--- src/rtl/seg_scan_mux.sv ---
// Multiplexed seven-segment driver for NUM_DIGITS common-anode digits.
// Samples its inputs once per frame; adds dp, enable, leading-zero blanking, blink and PWM brightness.
module seg_scan_mux #(
    parameter int NUM_DIGITS   = 4,
    parameter int PHASE_CYCLES = 625,
    parameter int BLINK_FRAMES = 64
) (
    input  logic                    clk,
    input  logic                    rst_n,
    input  logic [4*NUM_DIGITS-1:0] value,
    input  logic [NUM_DIGITS-1:0]   dp,
    input  logic [NUM_DIGITS-1:0]   digit_en,
    input  logic [NUM_DIGITS-1:0]   blink,
    input  logic                    lz_blank,
    input  logic [3:0]              brightness,
    output logic [7:0]              seg,
    output logic [NUM_DIGITS-1:0]   an,
    output logic                    frame_start
);
    localparam int PRE_W = (PHASE_CYCLES > 1) ? $clog2(PHASE_CYCLES) : 1;
    localparam int DIG_W = (NUM_DIGITS > 1) ? $clog2(NUM_DIGITS) : 1;
    localparam int FRM_W = (BLINK_FRAMES > 1) ? $clog2(BLINK_FRAMES) : 1;

    localparam logic [PRE_W-1:0] PRE_LAST = PRE_W'(PHASE_CYCLES - 1);
    localparam logic [DIG_W-1:0] DIG_LAST = DIG_W'(NUM_DIGITS - 1);
    localparam logic [FRM_W-1:0] FRM_LAST = FRM_W'(BLINK_FRAMES - 1);

    function automatic logic [6:0] hex_glyph(input logic [3:0] nib);
        logic [6:0] g;
        case (nib)
            4'h0:    g = 7'h40;
            4'h1:    g = 7'h79;
            4'h2:    g = 7'h24;
            4'h3:    g = 7'h30;
            4'h4:    g = 7'h19;
            4'h5:    g = 7'h12;
            4'h6:    g = 7'h02;
            4'h7:    g = 7'h78;
            4'h8:    g = 7'h00;
            4'h9:    g = 7'h10;
            4'hA:    g = 7'h08;
            4'hB:    g = 7'h03;
            4'hC:    g = 7'h46;
            4'hD:    g = 7'h21;
            4'hE:    g = 7'h06;
            4'hF:    g = 7'h0E;
            default: g = 7'h7F;
        endcase
        return g;
    endfunction

    logic [PRE_W-1:0]        pre_q, pre_d;
    logic [3:0]              phase_q, phase_d;
    logic [DIG_W-1:0]        digit_q, digit_d;
    logic [FRM_W-1:0]        frame_q, frame_d;
    logic                    blink_phase_q, blink_phase_d;
    logic                    first_q, first_d;

    logic [4*NUM_DIGITS-1:0] val_snap_q, val_snap_d;
    logic [NUM_DIGITS-1:0]   dp_snap_q, dp_snap_d;
    logic [NUM_DIGITS-1:0]   en_snap_q, en_snap_d;
    logic [NUM_DIGITS-1:0]   blink_snap_q, blink_snap_d;
    logic                    lz_snap_q, lz_snap_d;
    logic [3:0]              bright_snap_q, bright_snap_d;

    logic [7:0]              seg_q, seg_d;
    logic [NUM_DIGITS-1:0]   an_q, an_d;
    logic                    frame_start_q, frame_start_d;

    logic                    pre_wrap_s, slot_end_s, boundary_s;
    logic [NUM_DIGITS-1:0]   lz_dark_s;
    logic [3:0]              nib_s;
    logic                    cur_lz_s, cur_dp_s, lit_s;

    // Scan counters, frame/blink bookkeeping and frame-boundary snapshot loading.
    always_comb begin
        pre_wrap_s = (pre_q == PRE_LAST);
        slot_end_s = pre_wrap_s && (phase_q == 4'd15);
        boundary_s = slot_end_s && (digit_q == '0);

        if (pre_wrap_s) begin
            pre_d   = '0;
            phase_d = phase_q + 4'd1;
        end else begin
            pre_d   = pre_q + PRE_W'(1);
            phase_d = phase_q;
        end

        if (slot_end_s) begin
            if (digit_q == '0) begin
                digit_d = DIG_LAST;
            end else begin
                digit_d = digit_q - DIG_W'(1);
            end
        end else begin
            digit_d = digit_q;
        end

        frame_d       = frame_q;
        blink_phase_d = blink_phase_q;
        first_d       = first_q;
        // The boundary right after reset opens frame 0 rather than closing a frame.
        if (boundary_s) begin
            if (first_q) begin
                first_d = 1'b0;
            end else if (frame_q == FRM_LAST) begin
                frame_d       = '0;
                blink_phase_d = ~blink_phase_q;
            end else begin
                frame_d = frame_q + FRM_W'(1);
            end
        end else begin
            first_d = first_q;
        end

        if (boundary_s) begin
            val_snap_d    = value;
            dp_snap_d     = dp;
            en_snap_d     = digit_en;
            blink_snap_d  = blink;
            lz_snap_d     = lz_blank;
            bright_snap_d = brightness;
        end else begin
            val_snap_d    = val_snap_q;
            dp_snap_d     = dp_snap_q;
            en_snap_d     = en_snap_q;
            blink_snap_d  = blink_snap_q;
            lz_snap_d     = lz_snap_q;
            bright_snap_d = bright_snap_q;
        end
    end

    // Per-slot display decode from the current counters and the frame snapshot.
    always_comb begin
        logic zero_run;
        zero_run  = 1'b1;
        lz_dark_s = '0;
        for (int i = NUM_DIGITS - 1; i >= 0; i--) begin
            zero_run     = zero_run && (val_snap_q[4*i +: 4] == 4'h0);
            lz_dark_s[i] = (i != 0) && lz_snap_q && zero_run;
        end

        nib_s    = val_snap_q[{digit_q, 2'b00} +: 4];
        cur_lz_s = lz_dark_s[digit_q];
        cur_dp_s = dp_snap_q[digit_q];
        lit_s    = en_snap_q[digit_q]
                 && !(blink_snap_q[digit_q] && blink_phase_q)
                 && !(cur_lz_s && !cur_dp_s)
                 && (phase_q <= bright_snap_q);

        an_d = '1;
        for (int i = 0; i < NUM_DIGITS; i++) begin
            an_d[i] = ~(lit_s && (digit_q == DIG_W'(i)));
        end

        if (lit_s) begin
            seg_d = {~cur_dp_s, (cur_lz_s ? 7'h7F : hex_glyph(nib_s))};
        end else begin
            seg_d = 8'hFF;
        end

        frame_start_d = boundary_s;
    end

    // State and output registers; reset parks the counters on a frame boundary.
    always_ff @(posedge clk or negedge rst_n) begin
        if (!rst_n) begin
            pre_q         <= PRE_LAST;
            phase_q       <= 4'd15;
            digit_q       <= '0;
            frame_q       <= '0;
            blink_phase_q <= 1'b0;
            first_q       <= 1'b1;
            val_snap_q    <= '0;
            dp_snap_q     <= '0;
            en_snap_q     <= '0;
            blink_snap_q  <= '0;
            lz_snap_q     <= 1'b0;
            bright_snap_q <= 4'd0;
            seg_q         <= 8'hFF;
            an_q          <= '1;
            frame_start_q <= 1'b0;
        end else begin
            pre_q         <= pre_d;
            phase_q       <= phase_d;
            digit_q       <= digit_d;
            frame_q       <= frame_d;
            blink_phase_q <= blink_phase_d;
            first_q       <= first_d;
            val_snap_q    <= val_snap_d;
            dp_snap_q     <= dp_snap_d;
            en_snap_q     <= en_snap_d;
            blink_snap_q  <= blink_snap_d;
            lz_snap_q     <= lz_snap_d;
            bright_snap_q <= bright_snap_d;
            seg_q         <= seg_d;
            an_q          <= an_d;
            frame_start_q <= frame_start_d;
        end
    end

    assign seg         = seg_q;
    assign an          = an_q;
    assign frame_start = frame_start_q;

endmodule

--- config.mk ---
export PLATFORM = sky130hd
export DESIGN_NAME = seg_scan_mux
export DESIGN_NICKNAME = d
export VERILOG_FILES = /design/src/rtl/seg_scan_mux.sv
export SDC_FILE = /design/constraint.sdc
export NUM_CORES = 1
export LEC_CHECK = 0
export CORE_MARGIN = 2
export CORE_UTILIZATION = 49
export DETAILED_ROUTE_END_ITERATION = 7
export GPL_TIMING_DRIVEN = 0
export MAX_ROUTING_LAYER = met4
export PLACE_DENSITY = 0.84
export SYNTH_ARGS = -nofsm -noshare
export SYNTH_HDL_FRONTEND = slang
export SYNTH_SLANG_ARGS = --single-unit
--- constraint.sdc ---
create_clock -name clk -period 2.3 [get_ports clk]
set_clock_uncertainty 0.15 [all_clocks]
set_input_delay 0.23 -clock clk [delete_from_list [all_inputs] [get_ports clk]]
set_output_delay 0.23 -clock clk [all_outputs]
set_load 0.1 [all_outputs]
# After elaboration in Yosys (flattened, before gate mapping)
# Memory sizes are Yosys's and may differ from the RTL's.
# Index checks and enable logic that the tools add are counted.
# op_classes
add_sub_neg	4
order_cmp	2
n_eq_ne	6
n_shift	1
muxes	13
n_bitwise	7
reduce_logical	25
# op_table
cell	count
1-bit logical AND	16
16-bit by 5-bit variable part select with 4-bit output	1
4-bit logical NOT	3
10-bit by 1-bit adder with 10-bit output (second input constant)	1
10-bit equality test (second input constant)	1
10-bit 2-to-1 mux	1
1-bit binary-select mux with 2-bit select	4
8-bit 2-to-1 mux	1
7-bit 2-to-1 mux	1
1-bit NOT	7
6-bit by 1-bit adder with 6-bit output (second input constant)	1
6-bit equality test (second input constant)	1
6-bit 2-to-1 mux	1
4-bit by 1-bit adder with 4-bit output (second input constant)	1
2-bit equality test (second input constant)	2
4-bit equality test (second input constant)	1
4-bit less-or-equal comparator	1
1-bit 2-to-1 mux	4
1-bit logical NOT	3
2-bit by 3-bit less-than comparator with 1-bit output (second input constant)	1
3-bit AND reduction	1
2-bit by 1-bit equality test with 1-bit output (second input constant)	1
2-bit logical NOT	1
2-bit 2-to-1 mux	1
other kinds (2)	2
# totals
reg_bits	70
romBits	112
input_bits	35
out_inout_bits	13
wordCells	74
mem_count	1
# memory_table
memory	depth	width	rd	rd_clocked_by_memory_dff	wr	line_no	text
(name not given)	16	7	1	0	0	30	case (nib)

# Logic depth before layout (Yosys ltp)
# Gate-level depths: netlist of run 1.
# depth
word_depth	12
ltp_mapped	9
ltp_nobuf	7

# Worst setup path after synthesis of run 1
# No wires, ideal clock.
# synth_timing
path_type	flip-flop to flip-flop
start	reg digit_q[0]
end	reg blink_snap_q[0]
setup_ps	127
t_arrival_ps	1877
required_time_ps	2023
slack_ps	145
path_stages_with_launch	9
n_path_buf	3
period_less_slack_ps	2155
path_cell_list	dfrtp_1 > buf_4 > inv_1 > ha_1 > nand4_1 > nor4_4 > buf_4 > buf_6 > mux2_1
# synth_via
elab_chain_len	2
# synth_rtl
element	line_no	text
from (decl)	54	logic [DIG_W-1:0] digit_q, digit_d;
from (signal assigned)	186	digit_q <= digit_d;
2-bit logical NOT	79	boundary_s = slot_end_s && (digit_q == '0);
1-bit logical AND	79	
to (signal assigned)	193	blink_snap_q <= blink_snap_d;
to (decl)	62	logic [NUM_DIGITS-1:0] blink_snap_q, blink_snap_d;
# Every way passes these cells.
# A chain may end at the register's enable or synchronous reset.

# Final worst setup path of run 1
# layout_timing
start	reg frame_start_q (netlist: frame_start)
end	out frame_start
# layout_lines
element	line_no	text
from (decl)	68	logic frame_start_q, frame_start_d;
from (signal assigned)	198	frame_start_q <= frame_start_d;
to (decl)	18	output logic frame_start
# No word-level cell between the ends.

==> summary.md, run 1 <==
| Metric | Value |
|---|---|
| Status | complete, no violations |
| CTS H-tree depth | 3 |
| Synthesized Nets | between 300 and 400 |
| Dpl ws | -0.117 ns |
| Overall track demand over capacity in global routing | a little under a fifth |
| Max Cap Violations | 0 |
| Final setup margin | 0.102 ns |
| Fraction of layout cells with a size suffix above 1 | between 20% and 30% |
| Iter 0 DRT Violations | 90 |
| Total Routed Length | about 6400 um |
| DRC Markers | 0 |
| CP Launch Type | register |
| Ranking of synthesized cells by area | dfrtp_1 36%, dfstp_2 16%, mux2_2 7.0% |
| Vias in the first global route | 2,246 |
| Post-synth cell types | just over 40 |
| GRT overflow | 0 |
| Largest family of logic cells by synthesized area | multiplexers |
| Number of buffers on the longest clock path | 2 |
| Worst path slowest cell | clkdlybuf4s50_1 |
| Drt pass-1 iters | 4 |
| Relative slew slack | between 30 and 40% |
| R2r worst-path depth | 5 |
| Final Hold Viols | 0 |
| Crit path largest cell delay | ~1.1 ns |
| Complex-gate fraction of the synthesized area | between 5 and 6% |
| Core area | ~6700 um^2 |
| Critical-path cell list | clkdlybuf4s50_1 |
| DP Wirelength | approximately 4600 um |
| Final Util | approximately 62% |
| Num CTS Buffers | 9 |
| Hold EP | bright_snap_q[1] |
| Placed cell area | roughly 3900 um^2 |
| Clock root cell | clkbuf_8 |
| Multiplexer share of the synthesized area | approximately 16% |
| Worst r2r src | pre_q[3] |
| WS Path Type | reg2out |
| Fill count | roughly 540 |
| Register-to-register setup slack | 0.12 ns |
| Initial cell density of the core | 50.1% |
| Pleak | 1.82 nW |
| Max FO, Critical Path | 1 |
| PortBufs | between 40 and 50 |
| Max frequency | between 400 and 500 MHz |
| Top cell type's share of synthesized area | a little over a third |
| Die W | around 87 um |
| Seq cells post-synth | 70 |
| WHS Path Cells | 3 |
| Synth Warn # | 0 |
| Num ports | 48 |
| Clock sinks | 70 |
| Via Count | 2,260 |
| Largest net degree at the start of global routing | 71 |
| Reg2Reg Capture Point | en_snap_q[0] |
| Required time worst endpoint | around 1.9 ns |
| Async S/R FF share, synth | 100% |
| Most common cell in the netlist | dfrtp_1 |
| Type of the tightest min-delay check | in2reg |
| Clk slew on worst S/H paths | 0.08 ns |
| XOR/XNOR Fraction of Synth Area | 3.64% |
| Adder-cell share of the synthesized area | under 10% |
| Power Dens Cells | 528 nW/um^2 |
| Antenna-violating nets left | 0 |
| Worst hold slack | ~0.28 ns |
| WL/cell | between 15 and 20 um |
| Clk_lat worst skew | 0.36 ns |
| Number of flops mapped to enable cells by yosys | 0 |
| Unrepaired setup endpoints after global routing | no |
| Design area | around 4200 um^2 |
| Layout Nets | 389 |
| CTS tree | built |
| Mapped Area | 3360 um^2 |
| Final setup vio count | 0 |
| Max-slew violations | 0 |
| Gpl congestion | around 0.87 |
| Ys flop type | dfrtp_1 |
| Mapped Cells | approximately 270 |
| Fin crit period | between 2 and 2.5 ns |
| Total Power | about 2.2 mW |
| CP Buf/Inv Count | 1 |
| Via density | approximately 5.4 |
| Crit. path cell count | 1 |
| Sequential area share after synthesis | around 53% |
| Post-synth top area cell | dfrtp_1 |
| Initial antenna violation count | 0 |
| Fraction of the mapped netlist area in simple logic gates | a little under an eighth |
| Synth top cells by count | 49 x dfrtp_1, 23 x nand2_1, 21 x dfstp_2, 21 x mux2_2, 18 x ha_1 |
| First-pass GRT wire length | ~10,000 um |
| Crit-path leading delay family | buffers and inverters |
| Worst slew pin tran | 0.961 ns |
| Period Utilization, post-route | approximately 96% |
| N_diodes | 0 |
| Min-delay src | brightness[1] |
| Die H | about 87 um |
| VDD IR max | between 0.2 and 0.3 mV |
| Synth-to-layout area growth | 24.0% |
| Syn Area/Cell | 12.4 um^2 |
| Die area | approximately 7500 um^2 |
| Data arrival time of the critical path | ~1.8 ns |
| Worst setup EP type | primary output |
| Placement Rows | 30 |
==> stage by stage <==
stage	std cells	setup TNS (ns)
after floorplan	272	0
after detailed placement	399	-1.18
after global placement	399	-77.73
after global routing	421	0
after CTS	419	0
final	421	0
==> metal layers <==
| layer | track usage (%) | vias to the layer above | routed length [um] | share of wire [%] |
|---|---|---|---|---|
| li1 | - | 1088 | - | - |
| met1 | 22.8 | 1118 | 2820 | 44 |
| met2 | 30.4 | 41 | 3190 | 50 |
| met3 | 3.41 | 13 | 217 | 3.4 |
| met4 | 9.80 | 0 | 141 | 2.2 |
| met5 | - | - | 0 | 0 |
==> worst max path at each step <==
stage | startpoint | end | slack, ns
after floorplan | digit_q[0] | blink_snap_q[0] | 0.15
after global routing | digit_q[0] | en_snap_q[0] | 0.01
after detailed placement | digit_q[0] | blink_snap_q[0] | -0.12
final | frame_start | frame_start | 0.10
after global placement | rst_n | bright_snap_q[1] | -1.33
after CTS | digit_q[1] | val_snap_q[6] | 0.02
==> cell families after synthesis <==
logic type               Yosys count
multiplexers                      43
AND/OR/NAND/NOR                   77
AO/OA/AOI/OAI                     27
flip-flops                        70
XOR/XNOR                          14
adder cells (fa/ha/maj)           18
buffers and inverters             23
==> report_power, final <==
part / switching, mW / internal (mW) / total, mW
combinational: 0.0307 / 0.0510 / 0.0817
clock: 0.469 / 0.420 / 0.890
sequential: 0 / 1.23 / 1.23
==> area by class of cell <==
| type | instances | area, um^2 | share of cell area, % |
|---|---|---|---|
| clock inverter | 5 | 35.0 | 0.840 |
| inverter | 14 | 52.6 | 1.26 |
| timing repair buffer | 53 | 504 | 12.1 |
| tap | 80 | 100 | 2.40 |
| buffer | 9 | 82.6 | 1.98 |
| sequential | 70 | 1780 | 42.6 |
| multi-input combinational | 179 | 1480 | 35.4 |
| clock buffer | 11 | 141 | 3.39 |
==> flip-flops by register name, summed over array words and instances (netlist names) <==
| register | count |
|---|---|
| dp_snap_q | 4 |
| en_snap_q | 4 |
| lz_snap_q | 1 |
| an | 4 |
| pre_q | 10 |
| seg | 8 |
| bright_snap_q | 4 |
| digit_q | 2 |
| blink_snap_q | 4 |
| frame_q | 6 |
| blink_phase_q | 1 |
| frame_start | 1 |
| first_q | 1 |
| phase_q | 4 |
| val_snap_q | 16 |
==> layout by cell type, fill, tap and decap left out, types with 4 or more instances in the layout <==
cell / instances
ha_1: 17
o21ai_0: 8
clkbuf_8: 10
inv_1: 12
a21oi_1: 4
dfstp_2: 21
buf_6: 5
mux2i_1: 4
clkdlybuf4s50_1: 34
dfrtp_1: 49
nor4_1: 4
buf_4: 7
mux2_2: 21
nand2b_1: 6
xnor2_1: 13
nand4_1: 4
nand3_1: 13
mux4_2: 6
mux2_1: 12
dlygate4sd2_1: 12
nand2_1: 23
nor2_1: 13
==> what timing repair did <==
| item | in CTS | in global routing |
|---|---|---|
| setup buffers | 3 | 2 |
| hold endpoints to repair | 49 | 0 |
| setup endpoints to repair | 35 | 41 |
| pin swaps | 1 | 3 |
| gates resized for setup | 19 | 4 |
| hold buffers | 1 | 0 |
(Power assumes the default switching activity.)
==> run 2: changes to the inputs <==
--- a/config.mk
+++ b/config.mk
@@ -7,6 +7,7 @@
 export LEC_CHECK = 0
 export CORE_MARGIN = 2
 export CORE_UTILIZATION = 49
+export CTS_BUF_LIST = sky130_fd_sc_hd__clkbuf_16
 export DETAILED_ROUTE_END_ITERATION = 7
 export GPL_TIMING_DRIVEN = 0
 export MAX_ROUTING_LAYER = met4
==> constraint.sdc (replaced) <==
create_clock -name clk -period 2.3 [get_ports clk]
set_clock_uncertainty 0.15 [all_clocks]
set_input_delay 0.23 -clock clk [delete_from_list [all_inputs] [get_ports clk]]
set_output_delay 0.23 -clock clk [all_outputs]
set_load 0.01 [all_outputs]
==> run 2 against run 1 <==
Worst setup slack barely moved. Largest power group unchanged. Via count rose by 2.8%. Largest cell class unchanged. Count of clock-buffer cells in the layout fell by 2. Total power rose by 16%. Cell count did not move. Sequential share of layout area fell by 1.1 points. Critical endpoint is now en_snap_q[0]. Combinational power barely moved. Clock power rose by 38%. Highest routed layer unchanged. Register-to-register slack got worse by 0.02 ns.
==> summary.md, run 2 (same netlist as run 1, synthesis figures left out) <==
| Metric | Value |
|---|---|
| Non-filler cells, final | 421 (unchanged) |
| Register-to-register setup slack | 0.10 ns (-0.02 ns) |
| Num CTS Buffers | 9 (unchanged) |
| Die H | 86.9 um (unchanged) |
| Commonest non-fill, non-tap cell in the layout | dfrtp_1 |
| Power Dens Cells | 596 nW/um^2 (+13%) |
| Hold EP | bright_snap_q[1] |
| Final Hold Viols | 0 (unchanged) |
| Total Routed Length | 6650 um (+4.5%) |
| Total Neg Setup Slack | 0 ns (unchanged) |
| Number of buffers on the longest clock path | 2 (unchanged) |
| Max reg flops | 16 (unchanged) |
| Design area | 4280 um^2 (+2.5%) |
| DRC Markers | 0 (unchanged) |
| DP Wirelength | 4560 um (unchanged) |
| Clk slew on worst S/H paths | 0.06 ns (-0.02 ns) |
| Via density | 5.52 (+2.8%) |
| Relative slew slack | 44.3% (+8.5 points) |
| CTS tree | built |
| Biggest register | val_snap_q |
| CP Launch Point | pre_q[3] |
| Final setup vio count | 0 (unchanged) |
| CP Launch Type | register |
| Dpl ws | -0.117 ns (unchanged) |
| Min-delay src | brightness[1] |
| Clock sinks | 70 (unchanged) |
| Placement Rows | 30 (unchanged) |
| Vias in the first global route | 2,278 (+1.4%) |
| Placed cell area | 3930 um^2 (unchanged) |
| PortBufs | 47 (unchanged) |
| Max FO, Critical Path | 10 (+9) |
| Synth-to-layout area growth | 27.2% |
| Initial cell density of the core | 50.1% (unchanged) |
| Num ports | 48 (unchanged) |
| Core area | 6720 um^2 (unchanged) |
| Overall track demand over capacity in global routing | 19.2% (+0.34 points) |
| Pleak | 1.90 nW (+3.9%) |
| R2r worst-path depth | 5 (unchanged) |
| Fraction of layout cells with a size suffix above 1 | 24.0% (-0.29 points) |
| WL/cell | 15.8 um (+4.5%) |
| WS Path Type | reg2reg |
| Die area | 7550 um^2 (unchanged) |
| Reg2Reg Capture Point | en_snap_q[0] |
| Die W | 86.9 um (unchanged) |
| First-pass GRT wire length | 10,700 um (+3.0%) |
| Clk_lat worst skew | 0.33 ns (-0.03 ns) |
| Initial antenna violation count | 0 (unchanged) |
| Final setup margin | 0.101 ns (-0.000459 ns) |
| Max Cap Violations | 0 (unchanged) |
| Via Count | 2,324 (+2.8%) |
| Status | complete, no violations |
| CTS H-tree depth | 3 (unchanged) |
| Commonest non-fill, non-tap cells in the layout | 49 x dfrtp_1, 46 x clkdlybuf4s50_1, 23 x nand2_1, 21 x mux2_2, 21 x dfstp_2 |
| Clock root cell | clkbuf_16 |
| Type of the tightest min-delay check | in2reg |
| Largest net degree at the start of global routing | 71 (unchanged) |
| GRT overflow | 0 (unchanged) |
| Worst slew pin tran | 0.826 ns (-0.135 ns) |
| Required time worst endpoint | 2.36 ns (+0.44 ns) |
| Layout Nets | 389 (unchanged) |
| Total Power | 2.55 mW (+16%) |
| Data arrival time of the critical path | 2.25 ns (+0.43 ns) |
| Period Utilization, post-route | 95.6% (about the same) |
| Fill count | 506 (-5.4%) |
| Iter 0 DRT Violations | 109 (+21%) |
| Antenna-violating nets left | 0 (unchanged) |
| Worst r2r src | pre_q[3] |
| Fin crit period | 2.20 ns (+0.000459 ns) |
| Worst setup EP type | register |
| Gpl congestion | 0.871 (unchanged) |
| Max-slew violations | 0 (unchanged) |
| N_diodes | 0 (unchanged) |
| VDD IR max | 0.416 mV (+42%) |
| WHS Path Cells | 3 (unchanged) |
| DP Cell Count | 399 (unchanged) |
| Max frequency | 455 MHz (about the same) |
| Drt pass-1 iters | 4 (unchanged) |
## run 2: final cells by class
cell class / count / area [um^2] / area share [%]
Buffer: 9 / 82.6 / 1.93
Clock buffer: 9 / 225 / 5.26
Clock inverter: 7 / 42.5 / 0.994
Inverter: 14 / 52.6 / 1.23
Multi-Input combinational cell: 179 / 1480 / 34.6
Sequential cell: 70 / 1780 / 41.5
Tap cell: 80 / 100 / 2.34
Timing Repair Buffer: 53 / 519 / 12.1
## run 2: report_power, final
group / total [mW] / internal [mW] / switching (mW)
Sequential: 1.23 / 1.23 / 0
Clock: 1.23 / 0.721 / 0.514
Combinational: 0.0815 / 0.0510 / 0.0305
Total: 2.55 / 2.01 / 0.544
## run 2: critical path: stages, from the launching register on
cell and delay, ns:
dfrtp_1 0.42, or3_1 0.45, nor4_4 0.40, buf_6 0.17, buf_8 0.15, mux2_1 0.34
## run 2: metrics by stage
stage          utilization [%]  hold slack, ns
6_report                  63.7           0.311
5_1_grt                   63.7           0.322
4_1_cts                   63.2           0.306
3_5_place_dp              58.5           0.250
3_3_place_gp              58.6           0.309
2_1_floorplan                -          -0.216
## run 2: what timing repair did
item                                    in CTS  in global routing
endpoints found under the setup margin      23                 42
setup buffers                                2                  3
resized for setup                            9                  2
pin swaps                                    1                  3
endpoints found under the hold margin       49                  0
hold buffers                                 1                  0
## run 2: worst max path at each step
stage                        to  depth (start not counted)
2_1_floorplan   blink_snap_q[0]                          8
5_1_grt                  seg[3]                          8
3_5_place_dp    blink_snap_q[0]                          8
4_1_cts            en_snap_q[0]                          8
3_3_place_gp   bright_snap_q[1]                          1
6_report           en_snap_q[0]                          5
## run 2: layer usage
| metal | share of wire (%) | global-route usage [%] | vias up |
|---|---|---|---|
| li1 | - | - | 1088 |
| met1 | 43 | 23.4 | 1158 |
| met2 | 51 | 31.5 | 65 |
| met3 | 3.2 | 3.13 | 13 |
| met4 | 2.3 | 8.66 | 0 |
| met5 | 0 | - | - |
==> run 3: changes to the inputs <==
==> constraint.sdc (replaced) <==
create_clock -name clk -period 1.9 [get_ports clk]
set_clock_uncertainty 0.15 [all_clocks]
set_input_delay 0.19 -clock clk [delete_from_list [all_inputs] [get_ports clk]]
set_output_delay 0.19 -clock clk [all_outputs]
set_load 0.01 [all_outputs]
==> run 3 against run 2 <==
Combinational power grew 28%. First-iteration DRC count increased by 100%. Fmax rose by 0.20%. Highest routed layer unchanged. Critical path depth grew 4. The flow now finishes with violations (setup timing). Utilization is 13 points higher. Worst hold slack got worse by 0.035 ns. Cell count increased by 9.3%. Cell area is 21% higher. Sequential share of layout area fell by 7.1 points. Global-route usage is 6.0 points higher.
==> summary.md, run 3 (same netlist as run 1, synthesis figures left out) <==
| Metric | Value |
|---|---|
| Status | finished, violations left |
| Failing checks | setup timing |
| N_diodes | 0 (unchanged) |
| Clock root cell | clkbuf_16 |
| CTS tree | built |
| Fin crit period | 2.19 ns (-0.00433 ns) |
| Period Utilization, post-route | 116% (+20 points) |
| Initial antenna violation count | 0 (unchanged) |
| Overall track demand over capacity in global routing | 25.2% (+6.0 points) |
| Pleak | 2.23 nW (+18%) |
| Layout Nets | 428 (+10%) |
| DP Cell Count | 399 (unchanged) |
| DRC Markers | 0 (unchanged) |
| Max Cap Violations | 0 (unchanged) |
| First-pass GRT wire length | 13,600 um (+28%) |
| Vias in the first global route | 2,672 (+17%) |
| WS Path Type | reg2reg |
| Power Dens Cells | 709 nW/um^2 (+19%) |
| Die W | 86.9 um (unchanged) |
| Final Hold Viols | 0 (unchanged) |
| CP Launch Type | register |
| Max frequency | 456 MHz (+0.20%) |
| Max FO, Critical Path | 5 (-5) |
| Drt pass-1 iters | 4 (unchanged) |
| Largest net degree at the start of global routing | 71 (unchanged) |
| Unrepaired setup endpoints after global routing | yes |
| Via Count | 2,686 (+16%) |
| Initial cell density of the core | 50.1% (unchanged) |
| GRT overflow | 0 (unchanged) |
| Clk_lat worst skew | 0.34 ns (about the same) |
| Relative slew slack | 41.6% (-2.7 points) |
| Sequential cell area | 1780 um^2 (about the same) |
| Die H | 86.9 um (unchanged) |
| Total Routed Length | 10,300 um (+55%) |
| Fraction of layout cells with a size suffix above 1 | 46.3% (+22 points) |
| Worst slew pin tran | 0.877 ns (+0.0511 ns) |
| Via density | 5.84 (+5.8%) |
| Commonest non-fill, non-tap cells in the layout | 48 x dfrtp_1, 46 x clkdlybuf4s50_1, 33 x buf_4, 27 x mux2_4, 21 x dfstp_2 |
| Clock sinks | 70 (unchanged) |
| DP Wirelength | 4490 um (-1.6%) |
| Final setup vio count | 59 (+59) |
| Die area | 7550 um^2 (unchanged) |
| Multi-input logic area | 1870 um^2 (+26%) |
| Dpl ws | -0.424 ns (-0.307 ns) |
| Commonest non-fill, non-tap cell in the layout | dfrtp_1 |
| Biggest register | val_snap_q |
| PortBufs | 47 (unchanged) |
| Max reg flops | 16 (unchanged) |
| Gpl congestion | 0.809 (-7.2%) |
| WL/cell | 22.5 um (+42%) |
| Num ports | 48 (unchanged) |
| Number of buffers on the longest clock path | 2 (unchanged) |
| Max-slew violations | 0 (unchanged) |
| Required time worst endpoint | 1.97 ns (-0.39 ns) |
| Core area | 6720 um^2 (unchanged) |
| Design area | 5170 um^2 (+21%) |
| Antenna-violating nets left | 0 (unchanged) |
| VDD IR max | 0.772 mV (+86%) |
| Total Neg Setup Slack | -11.14 ns (-11.14 ns) |
| Total Power | 3.66 mW (+44%) |
| Clk slew on worst S/H paths | 0.06 ns (about the same) |
| Fill count | 332 (-34%) |
| Worst setup EP type | register |
| Iter 0 DRT Violations | 221 (+100%) |
| Final setup margin | -0.295 ns (-0.396 ns) |
| CTS H-tree depth | 3 (unchanged) |
| Placed cell area | 4030 um^2 (+2.4%) |
| Type of the tightest min-delay check | in2reg |
| Num CTS Buffers | 9 (unchanged) |
| Non-filler cells, final | 460 (+9.3%) |
| Placement Rows | 30 (unchanged) |
| Data arrival time of the critical path | 2.27 ns (+0.02 ns) |
| Synth-to-layout area growth | 53.7% |
==> run 3: cell count changes in the layout (fill, tap and decap cells not counted), sizes merged <==
cell	change
inv	-2
clkbuf	+1
buf	+38
clkinv	-2
bufinv	+4
==> run 3: area by class of cell <==
class | count | share of cell area (%)
Tap cell | 80 | 1.94
Clock buffer | 9 | 4.36
Buffer | 8 | 1.91
Timing Repair Buffer | 93 | 17.2
Sequential cell | 70 | 34.4
Multi-Input combinational cell | 179 | 36.1
Clock inverter | 7 | 2.64
Inverter | 14 | 1.40
==> run 3: path summary, 6_finish.rpt <==
path	start	endpoint	slack (ns)	depth (start not counted)
min in group asynchronous	rst_n	frame_start	0.36	2
hold / removal	brightness[2]	bright_snap_q[2]	0.28	3
hold reg to reg	frame_q[4]	frame_q[4]	0.34	1
setup / recovery	digit_q[1]	frame_q[1]	-0.29	9
setup reg to reg	digit_q[1]	frame_q[1]	-0.29	9
max in group asynchronous	rst_n	digit_q[0]	0.62	2
==> run 3: power breakdown <==
part	internal [mW]	total, mW	leakage [nW]	switching (mW)
clock network	1.41	2.07	0.173	0.659
registers	1.49	1.49	0.883	0
logic	0.0630	0.104	1.17	0.0411
==> run 3: per-stage QoR <==
stage	utilization [%]	hold WS, ns
after floorplan	-	-0.256
after global placement	59.9	0.307
after detailed placement	59.9	0.197
after CTS	72.0	0.262
after global routing	76.9	0.295
final	76.9	0.276
==> run 3: repair_timing <==
item,CTS,global route
resized for setup,53,47
endpoints found under the setup margin,58,65
setup buffers,26,18
hold buffers,1,0
hold endpoints to repair,49,0
pin swaps,11,13
cloned,1,1
==> run 3: worst max-delay path, stage by stage (launching register included) <==
cell and delay, ns:
dfrtp_1 0.40, buf_6 0.14, inv_4 0.07, ha_4 0.16, nand4_1 0.16, nor4_4 0.18
buf_4 0.19, buf_6 0.10, and2b_2 0.22, mux2_4 0.31
==> run 3: layer usage <==
metal  wire, um  global-route usage (%)
met3        449                    5.40
met4        531                    10.1
met1       3990                    29.6
met5          0                       -
met2       5370                    42.3
